$ cat src/rtl/fir_sym_param.sv
// Symmetric odd-tap FIR filter with a run-time coefficient bank.
// Pipeline: delay line -> P1 pre-add/multiply -> P2 accumulate -> P3 round/shift/saturate.
// A sample captured on edge E0 reaches yn_data/yn_valid on edge E3.
module fir_sym_param #(
  parameter int D_WIDTH   = 8,
  parameter int C_WIDTH   = 8,
  parameter int N_TAPS    = 19,
  parameter int O_WIDTH   = 8,
  parameter int OUT_SHIFT = 9,
  parameter int ROUND     = 1,
  localparam int M        = (N_TAPS + 1) / 2,
  localparam int A_W      = (M > 1) ? $clog2(M) : 1
) (
  input  logic                      clk,
  input  logic                      n_rst,
  input  logic                      in_valid,
  input  logic signed [D_WIDTH-1:0] xn_data,
  input  logic                      clr,
  input  logic                      coef_we,
  input  logic [A_W-1:0]            coef_addr,
  input  logic signed [C_WIDTH-1:0] coef_data,
  output logic                      yn_valid,
  output logic signed [O_WIDTH-1:0] yn_data,
  output logic                      sat_flag
);

  localparam int P_W   = D_WIDTH + C_WIDTH + 1;
  localparam int ACC_W = P_W + $clog2(M);
  // One spare bit so adding the rounding constant can never wrap.
  localparam int R_W   = ACC_W + 1;

  localparam logic signed [R_W-1:0] RND_ADD =
    (ROUND != 0) ? (R_W'(1) << (OUT_SHIFT - 1)) : R_W'(0);
  localparam logic signed [R_W-1:0] SAT_MAX = R_W'((1 <<< (O_WIDTH - 1)) - 1);
  localparam logic signed [R_W-1:0] SAT_MIN = R_W'(-(1 <<< (O_WIDTH - 1)));
  localparam logic [O_WIDTH-1:0] OUT_MAX = {1'b0, {(O_WIDTH - 1){1'b1}}};
  localparam logic [O_WIDTH-1:0] OUT_MIN = {1'b1, {(O_WIDTH - 1){1'b0}}};

  logic signed [D_WIDTH-1:0] x_q [N_TAPS];
  logic signed [D_WIDTH-1:0] x_d [N_TAPS];
  logic signed [C_WIDTH-1:0] h_q [M];
  logic signed [C_WIDTH-1:0] h_d [M];
  logic signed [P_W-1:0]     prod_w [M];
  logic signed [P_W-1:0]     p_q [M];
  logic signed [P_W-1:0]     p_d [M];
  logic signed [ACC_W-1:0]   acc_q, acc_d;
  logic [2:0]                valid_q, valid_d;
  logic                      yn_valid_q, yn_valid_d;
  logic signed [O_WIDTH-1:0] yn_data_q, yn_data_d;
  logic                      sat_flag_q, sat_flag_d;
  logic signed [R_W-1:0]     rnd_sum, shifted;

  // Delay line: flush on clr, shift only on a valid sample, otherwise hold.
  always_comb begin
    x_d = x_q;
    if (clr) begin
      for (int i = 0; i < N_TAPS; i++) x_d[i] = '0;
    end else if (in_valid) begin
      x_d[0] = xn_data;
      for (int i = 1; i < N_TAPS; i++) x_d[i] = x_q[i-1];
    end
  end

  // Coefficient bank: out-of-range addresses are dropped; clr leaves it intact.
  always_comb begin
    h_d = h_q;
    if (coef_we && (int'(coef_addr) < M)) h_d[coef_addr] = coef_data;
  end

  // Pre-add mirrored taps and multiply; the centre tap has no partner.
  genvar gi;
  for (gi = 0; gi < M; gi++) begin : g_tap
    if (gi < M - 1) begin : g_pair
      logic signed [D_WIDTH:0] pre_w;
      assign pre_w      = (D_WIDTH + 1)'(x_q[gi]) + (D_WIDTH + 1)'(x_q[N_TAPS-1-gi]);
      assign prod_w[gi] = P_W'(pre_w) * P_W'(h_q[gi]);
    end else begin : g_centre
      assign prod_w[gi] = P_W'(x_q[gi]) * P_W'(h_q[gi]);
    end
  end

  // P1/P2 data and valid pipeline, all zeroed by clr.
  always_comb begin
    for (int k = 0; k < M; k++) p_d[k] = clr ? '0 : prod_w[k];
    acc_d = '0;
    if (!clr) begin
      for (int k = 0; k < M; k++) acc_d = acc_d + ACC_W'(p_q[k]);
    end
    valid_d = clr ? 3'b000 : {valid_q[1:0], in_valid};
  end

  // P3: round, shift, clamp; output registers hold between valid results.
  always_comb begin
    rnd_sum    = R_W'(acc_q) + RND_ADD;
    shifted    = rnd_sum >>> OUT_SHIFT;
    yn_valid_d = valid_q[2];
    yn_data_d  = yn_data_q;
    sat_flag_d = sat_flag_q;
    if (valid_q[2]) begin
      if (shifted > SAT_MAX) begin
        yn_data_d  = OUT_MAX;
        sat_flag_d = 1'b1;
      end else if (shifted < SAT_MIN) begin
        yn_data_d  = OUT_MIN;
        sat_flag_d = 1'b1;
      end else begin
        yn_data_d  = shifted[O_WIDTH-1:0];
        sat_flag_d = 1'b0;
      end
    end
  end

  // State registers with asynchronous active-low reset.
  always_ff @(posedge clk or negedge n_rst) begin
    if (!n_rst) begin
      for (int i = 0; i < N_TAPS; i++) x_q[i] <= '0;
      for (int k = 0; k < M; k++) begin
        h_q[k] <= '0;
        p_q[k] <= '0;
      end
      acc_q      <= '0;
      valid_q    <= '0;
      yn_valid_q <= 1'b0;
      yn_data_q  <= '0;
      sat_flag_q <= 1'b0;
    end else begin
      x_q        <= x_d;
      h_q        <= h_d;
      p_q        <= p_d;
      acc_q      <= acc_d;
      valid_q    <= valid_d;
      yn_valid_q <= yn_valid_d;
      yn_data_q  <= yn_data_d;
      sat_flag_q <= sat_flag_d;
    end
  end

  assign yn_valid = yn_valid_q;
  assign yn_data  = yn_data_q;
  assign sat_flag = sat_flag_q;

endmodule

$ cat config.mk
export PLATFORM = sky130hd
export DESIGN_NAME = fir_sym_param
export DESIGN_NICKNAME = d
export VERILOG_FILES = /design/src/rtl/fir_sym_param.sv
export SDC_FILE = /design/constraint.sdc
export NUM_CORES = 2
export LEC_CHECK = 0
export ABC_AREA = 1
export BUFFER_PORTS_ARGS = -buffer_cell sky130_fd_sc_hd__buf_2
export CORE_UTILIZATION = 66
export CTS_CLUSTER_SIZE = 25
export DETAILED_ROUTE_END_ITERATION = 10
export HOLD_SLACK_MARGIN = 0.02
export PLACE_DENSITY = 0.92
export SYNTH_ARGS = -nofsm -noshare
export SYNTH_HDL_FRONTEND = slang
export SYNTH_SLANG_ARGS = --single-unit
$ cat constraint.sdc
create_clock -name clk -period 8.6 [get_ports clk]
set_input_delay 1.29 -clock clk [delete_from_list [all_inputs] [get_ports clk]]
set_output_delay 1.29 -clock clk [all_outputs]
set_load 0.005 [all_outputs]
==> After elaboration in Yosys (flattened, before gate mapping) <==
Cells that the tools add are included.
{ "word_totals": {"regBits": 436, "input_bits": 25, "output_inout_bits": 10, "word_cells": 103} }
{ "op_classes": {"addsub": 19, "mul": 10, "magnitude_cmp": 5, "mux": 21, "n_bitwise": 1, "n_reduce_logical": 3} }
{ "op_table": {"columns": ["operator", "count"], "rows": [
  ["$mux 152", 2],
  ["$mux 17", 10],
  ["$mul 9x8->17", 9],
  ["$add 21x17->21", 5],
  ["$add 8x8->9", 9],
  ["$bwmux 80", 1],
  ["$demux 8 s4", 1],
  ["$mux 8", 3],
  ["$add 21x10->22 const B", 1],
  ["$add 20x17->21", 1],
  ["$mux 21", 1],
  ["$add 19x17->20", 1],
  ["$add 18x17->19", 1],
  ["$add 17x17->18", 1],
  ["$mul 8x8->16", 1],
  ["$gt 13x8->1 const B", 1],
  ["$lt 13x8->1 const B", 1],
  ["$ge 5x5->1 const B", 1],
  ["$lt 5x1->1 const B", 1],
  ["$not 4->5", 1],
  ["$lt 4x4->1 const B", 1],
  ["$mux 3", 1],
  ["$logic_and 1x1->1", 2],
  ["$mux 1", 2],
  ["$reduce_bool 2->1", 1]
]} }

==> Longest topological paths before layout <==
{ "depth": {"ltp_word": 10, "depth_mapped": 29, "ltp_nobuf": 29} }

==> Worst setup path after synthesis <==
No wires, ideal clock.
{ "synth_path": {"path_kind": "register to register", "start": "register x_q[40] (netlist name)", "end": "register p_q[82] (netlist name)", "setup_time_ps": 132, "arrival_ps": 4929, "required_time_ps": 8468, "setup_slack_ps": 3539, "path_stages_with_launch": 28, "path_buffers": 0, "period_less_slack_ps": 5061, "path_cell_list": "dfrtp_1 -> ha_1 -> fa_1 -> nand3_1 -> nand2_1 -> nand2_1 -> nand2_1 -> a21oi_1 -> inv_1 -> or2_1 -> nand2_1 -> inv_2 -> nand2_1 -> fa_1 -> fa_1 -> inv_1 -> fa_1 -> inv_1 -> fa_1 -> inv_1 -> ha_1 -> a21oi_1 -> nand2_1 -> nand2_1 -> nand2_1 -> a21oi_1 -> xor2_1 -> nor2_1"} }
{ "synth_rtl": {"columns": ["element", "line_no", "source"], "rows": [
  ["from (decl)", "39", "logic signed [D_WIDTH-1:0] x_q [N_TAPS];"],
  ["from (signal assigned)", "127", "x_q <= x_d;"],
  ["to (signal assigned)", "129", "p_q <= p_d;"],
  ["to (decl)", "44", "logic signed [P_W-1:0] p_q [M];"]
]} }

==> flow_summary_export.csv <==
group,metric,value,unit
run_status,run_status,"completed",
routing,post-route-drc-count,0,
critical_path,setup.reg_to_reg.worst_slack,2.74,ns
clock_tree,tritoncts,"yes",
die,die_footprint,76070,µm²
placed_design,finalWeightedCongestion,1.002,
routing,drt-wirelength-per-cell,19.38,µm
clock_tree,post_cts_resize_count,0,
timing,rsz0062_at_grt,"false",
clock_tree,max-clock-path-buffers,3,
cells_and_area,area_growth_from_synthesis_to_final_layout,5.720,%
critical_path,rr_worst_depth,26,
routing,totalWireLength,134300,µm
placed_design,detailed_place.area,50520,µm²
global_routing,grt_first_pass_wirelength,214100,µm
global_routing,number_of_antenna_violations_at_the_first_check_in_global_routing,4,
logic_synthesis,ys_dominant_reg_cell,"sky130_fd_sc_hd__dfrtp_1",
cells_and_area,layout.cells.non_filler,6931,
global_routing,first_global_vias,40850,
global_routing,grt_max_degree,97,
critical_path,worstSetupEndpointType,"flop",
logic_synthesis,synth-edff-count,0,
pwr,power.density,208.2,nW/µm²
pwr,p_int,5.721,mW
critical_path,critPathRequiredTime,9.10,ns
logic_synthesis,synth_sequential_area_ratio,21.59,%
placed_design,port-buffer-count,34,
clock_tree,ctsRootBufferMaster,"sky130_fd_sc_hd__clkbuf_16",
hold_path,min_from,"valid_q[1]",
critical_path,criticalPathCategory,"flop to flop",
logic_synthesis,synth_unique_cells,39,
die,initial_core_util,66.58,%
clock_tree,h-tree-depth,2,
routing,postRouteAntennaNets,0,
die,io_pins,35,
hold_path,worst_hold_path.num_cells,2,
timing,final_min_period,5.856,ns
timing,max_slew.worst_pin.slew,1.256,ns
clock_tree,path_clk_slew,0.07,ns
logic_synthesis,mappedNetlistArea,49480,µm²
clock_tree,hold_buffers,0,
cells_and_area,num-nets-final,7100,
timing,finalHoldViolations,0,
hold_path,hold-path-endpoint,"valid_q[2]",
routing,detail_route.iter0.violations,4430,
critical_path,worst-endpoint-arrival,6.35,ns
timing,timing.slew.headroom,15.63,%
global_routing,global_route.overflow_total,0,
critical_path,critical_path.startpoint_type,"flop",
placed_design,post-dp-hpwl,106400,µm
die,die_h,275.8,µm
timing,report.final.slew_viol_count,0,
timing,totalNegativeSetupSlack,0,ns
pwr,swShare,47.48,%
die,coreArea,74320,µm²
critical_path,regToRegStartpoint,"x_q[48]",
routing,drt_first_pass_iters,10,
clock_tree,clock-sinks,427,
pwr,share_clk_of_total_power,21.6,%
pwr,ir_drop,0.0003895,V
placed_design,place.detailed.instances,6838,
clock_tree,cts_post_setup_buffers_inserted,0,
pwr,p_seq_share,23.9,%
logic_synthesis,syn_nets,7120,
pwr,design_power_total,10.89,mW
timing,fmax,170.8,MHz
cells_and_area,postLayoutCellArea,52310,µm²
routing,via_per_inst,5.732,
critical_path,crit_path_max_fanout,5,
clock_tree,worst_skew_pair.late_latency,0.65,ns
die,placement_rows,100,
routing,via_count,39730,
critical_path,cpPeakStageDelay,0.54,ns
critical_path,timing.critical_path.mode_cell,"sky130_fd_sc_hd__nand2_1",
critical_path,crit-reg2reg-capture,"p_q[65]",
logic_synthesis,async_s_r_ff_share_synth,100.0,%
logic_synthesis,postSynthAreaPerCell,8.330,µm²
cells_and_area,final_layout_size_suffix_gt1_share,2.953,%
pwr,p_sw,5.172,mW
critical_path,critPathBufInv,4,
pwr,power_leakage,29.66,nW
critical_path,critPathSlowestCell,"sky130_fd_sc_hd__fa_1",
global_routing,grt_util_all_layers,36.65,%
timing,layout_worst_path_cycle_share,68.10,%
logic_synthesis,synth-warning-count,0,
pwr,combPwrFrac,54.5,%
logic_synthesis,postSynthRegisterBits,427,
critical_path,path_delay_family,"adder cells",
die,fp.dieW,275.8,µm
flow_run,timing.max_cap.violations,0,
timing,clock-skew-final,0.03307,ns
timing,timing.final.setup_violations,0,
logic_synthesis,postSynthCellCount,5940,
hold_path,hold_path.class,"flop to flop",
clock_tree,cts-buffers-inserted,49,
==> stage by stage <==
step	hold slack, ns	utilization (%)	setup slack, ns
6_report	0.4633	70.39	2.744
5_1_grt	0.5112	70.38	2.493
4_1_cts	0.4680	70.38	2.893
3_5_place_dp	0.4536	67.97	2.962
3_3_place_gp	0.4459	67.97	3.067
2_1_floorplan	0.3745	-	3.539
==> final cells by class <==
cell class,count,area (µm²)
multi-input combinational,3684,31920
fill,5234,22010
sequential,427,10690
inverter,1714,6436
clock buffer,59,1314
tap,969,1212
clock inverter,32,476.7
timing repair buffer,44,257.7
antenna,2,5.005
==> cell usage in the layout (no fill, tap or decap), types with 11 or more instances in the layout <==
cell / instances
sky130_fd_sc_hd__a21o_1: 23
sky130_fd_sc_hd__a21oi_1: 208
sky130_fd_sc_hd__a31oi_1: 32
sky130_fd_sc_hd__buf_2: 32
sky130_fd_sc_hd__buf_4: 11
sky130_fd_sc_hd__clkbuf_16: 49
sky130_fd_sc_hd__dfrtp_1: 427
sky130_fd_sc_hd__fa_1: 752
sky130_fd_sc_hd__ha_1: 403
sky130_fd_sc_hd__inv_1: 1681
sky130_fd_sc_hd__inv_2: 22
sky130_fd_sc_hd__nand2_1: 946
sky130_fd_sc_hd__nand3_1: 192
sky130_fd_sc_hd__nand4_1: 15
sky130_fd_sc_hd__nor2_1: 503
sky130_fd_sc_hd__nor3_1: 36
sky130_fd_sc_hd__o21ai_0: 154
sky130_fd_sc_hd__o21ai_1: 54
sky130_fd_sc_hd__o21bai_1: 15
sky130_fd_sc_hd__o22ai_1: 136
sky130_fd_sc_hd__or2_1: 28
sky130_fd_sc_hd__xnor2_1: 58
sky130_fd_sc_hd__xor2_1: 61
==> worst max path at each step <==
| stage | start | to | depth (start not counted) |
|---|---|---|---|
| finish | x_q[48] | p_q[65] | 26 |
| detailed placement | x_q[48] | p_q[65] | 26 |
| global placement | x_q[0] | p_q[167] | 25 |
| global route | x_q[48] | p_q[65] | 26 |
| floorplan | x_q[40] | p_q[82] | 27 |
| CTS | x_q[24] | p_q[115] | 27 |
==> kinds of logic (layout without fill, tap and decap cells) <==
| family | count (synthesis) | in the layout | synth area share, % |
|---|---|---|---|
| buffers and inverters | 1829 | 1849 | 13.90 |
| xor gates and xnor gates | 119 | 119 | 2.106 |
| DFF | 427 | 427 | 21.59 |
| other | 0 | 2 | 0 |
| AOI/OAI and AO/OA | 647 | 647 | 7.313 |
| and+or+nand+nor | 1763 | 1763 | 14.47 |
| adders and majority gates | 1155 | 1155 | 40.61 |
==> per-layer routing <==
metal	part of all wire, %	track usage [%]	vias up	routed length, µm
met5	0.035	0.3133	-	47
met4	6.4	19.97	4	8572
met3	11	9.021	544	14990
met2	46	58.39	2208	61590
met1	37	46.27	19330	49100
li1	-	-	17640	-
==> state kept, by name (all words and copies together) (netlist names) <==
signal and count:
valid_q 3, yn_data 8, yn_valid 1, x_q 152, acc_q 13, sat_flag 1, h_q 80, p_q 169
==> power by group through the flow <==
stage          Sequential, mW  Clock, mW  Combinational [mW]
6_report                 2.60       2.36                5.94
5_1_grt                  2.62       2.42                6.69
4_1_cts                  2.58       2.35                5.83
3_5_place_dp             2.61          0                5.78
3_3_place_gp             2.61          0                5.55
2_1_floorplan            2.42          0                4.36
==> synthesized netlist by cell type (all sizes together) (32+ instances only) <==
| library cell | n | area share [%] |
|---|---|---|
| nand3 | 192 | 1.9 |
| or2 | 37 | 0.47 |
| nor3 | 38 | 0.40 |
| fa | 752 | 30 |
| ha | 403 | 10 |
| o21ai | 208 | 2.1 |
| inv | 1704 | 13 |
| clkbuf | 99 | 0.75 |
| o22ai | 136 | 1.7 |
| a21oi | 208 | 2.1 |
| xor2 | 61 | 1.1 |
| nand2 | 953 | 7.3 |
| dfrtp | 427 | 22 |
| xnor2 | 58 | 1.0 |
| nor2 | 508 | 3.9 |
| a31oi | 32 | 0.40 |
==> worst reg2reg max path, cell delays in order (launching register included) <==
cell and delay, ns:
sky130_fd_sc_hd__dfrtp_1 0.40, sky130_fd_sc_hd__ha_1 0.25, sky130_fd_sc_hd__fa_1 0.43, sky130_fd_sc_hd__nand3_1 0.15, sky130_fd_sc_hd__nand2_1 0.10, sky130_fd_sc_hd__nand2_1 0.10
sky130_fd_sc_hd__nand2_1 0.05, sky130_fd_sc_hd__a21oi_1 0.16, sky130_fd_sc_hd__or2_1 0.12, sky130_fd_sc_hd__nand2_1 0.16, sky130_fd_sc_hd__inv_2 0.17, sky130_fd_sc_hd__nand2_1 0.08
sky130_fd_sc_hd__fa_1 0.46, sky130_fd_sc_hd__fa_1 0.51, sky130_fd_sc_hd__inv_1 0.06, sky130_fd_sc_hd__fa_1 0.54, sky130_fd_sc_hd__inv_1 0.06, sky130_fd_sc_hd__fa_1 0.47
sky130_fd_sc_hd__inv_1 0.04, sky130_fd_sc_hd__ha_1 0.34, sky130_fd_sc_hd__a21oi_1 0.19, sky130_fd_sc_hd__nand2_1 0.18, sky130_fd_sc_hd__nand2_1 0.11, sky130_fd_sc_hd__nand2_1 0.09
sky130_fd_sc_hd__a21oi_1 0.19, sky130_fd_sc_hd__xor2_1 0.26, sky130_fd_sc_hd__nor2_1 0.08
(Power assumes the default switching activity.)
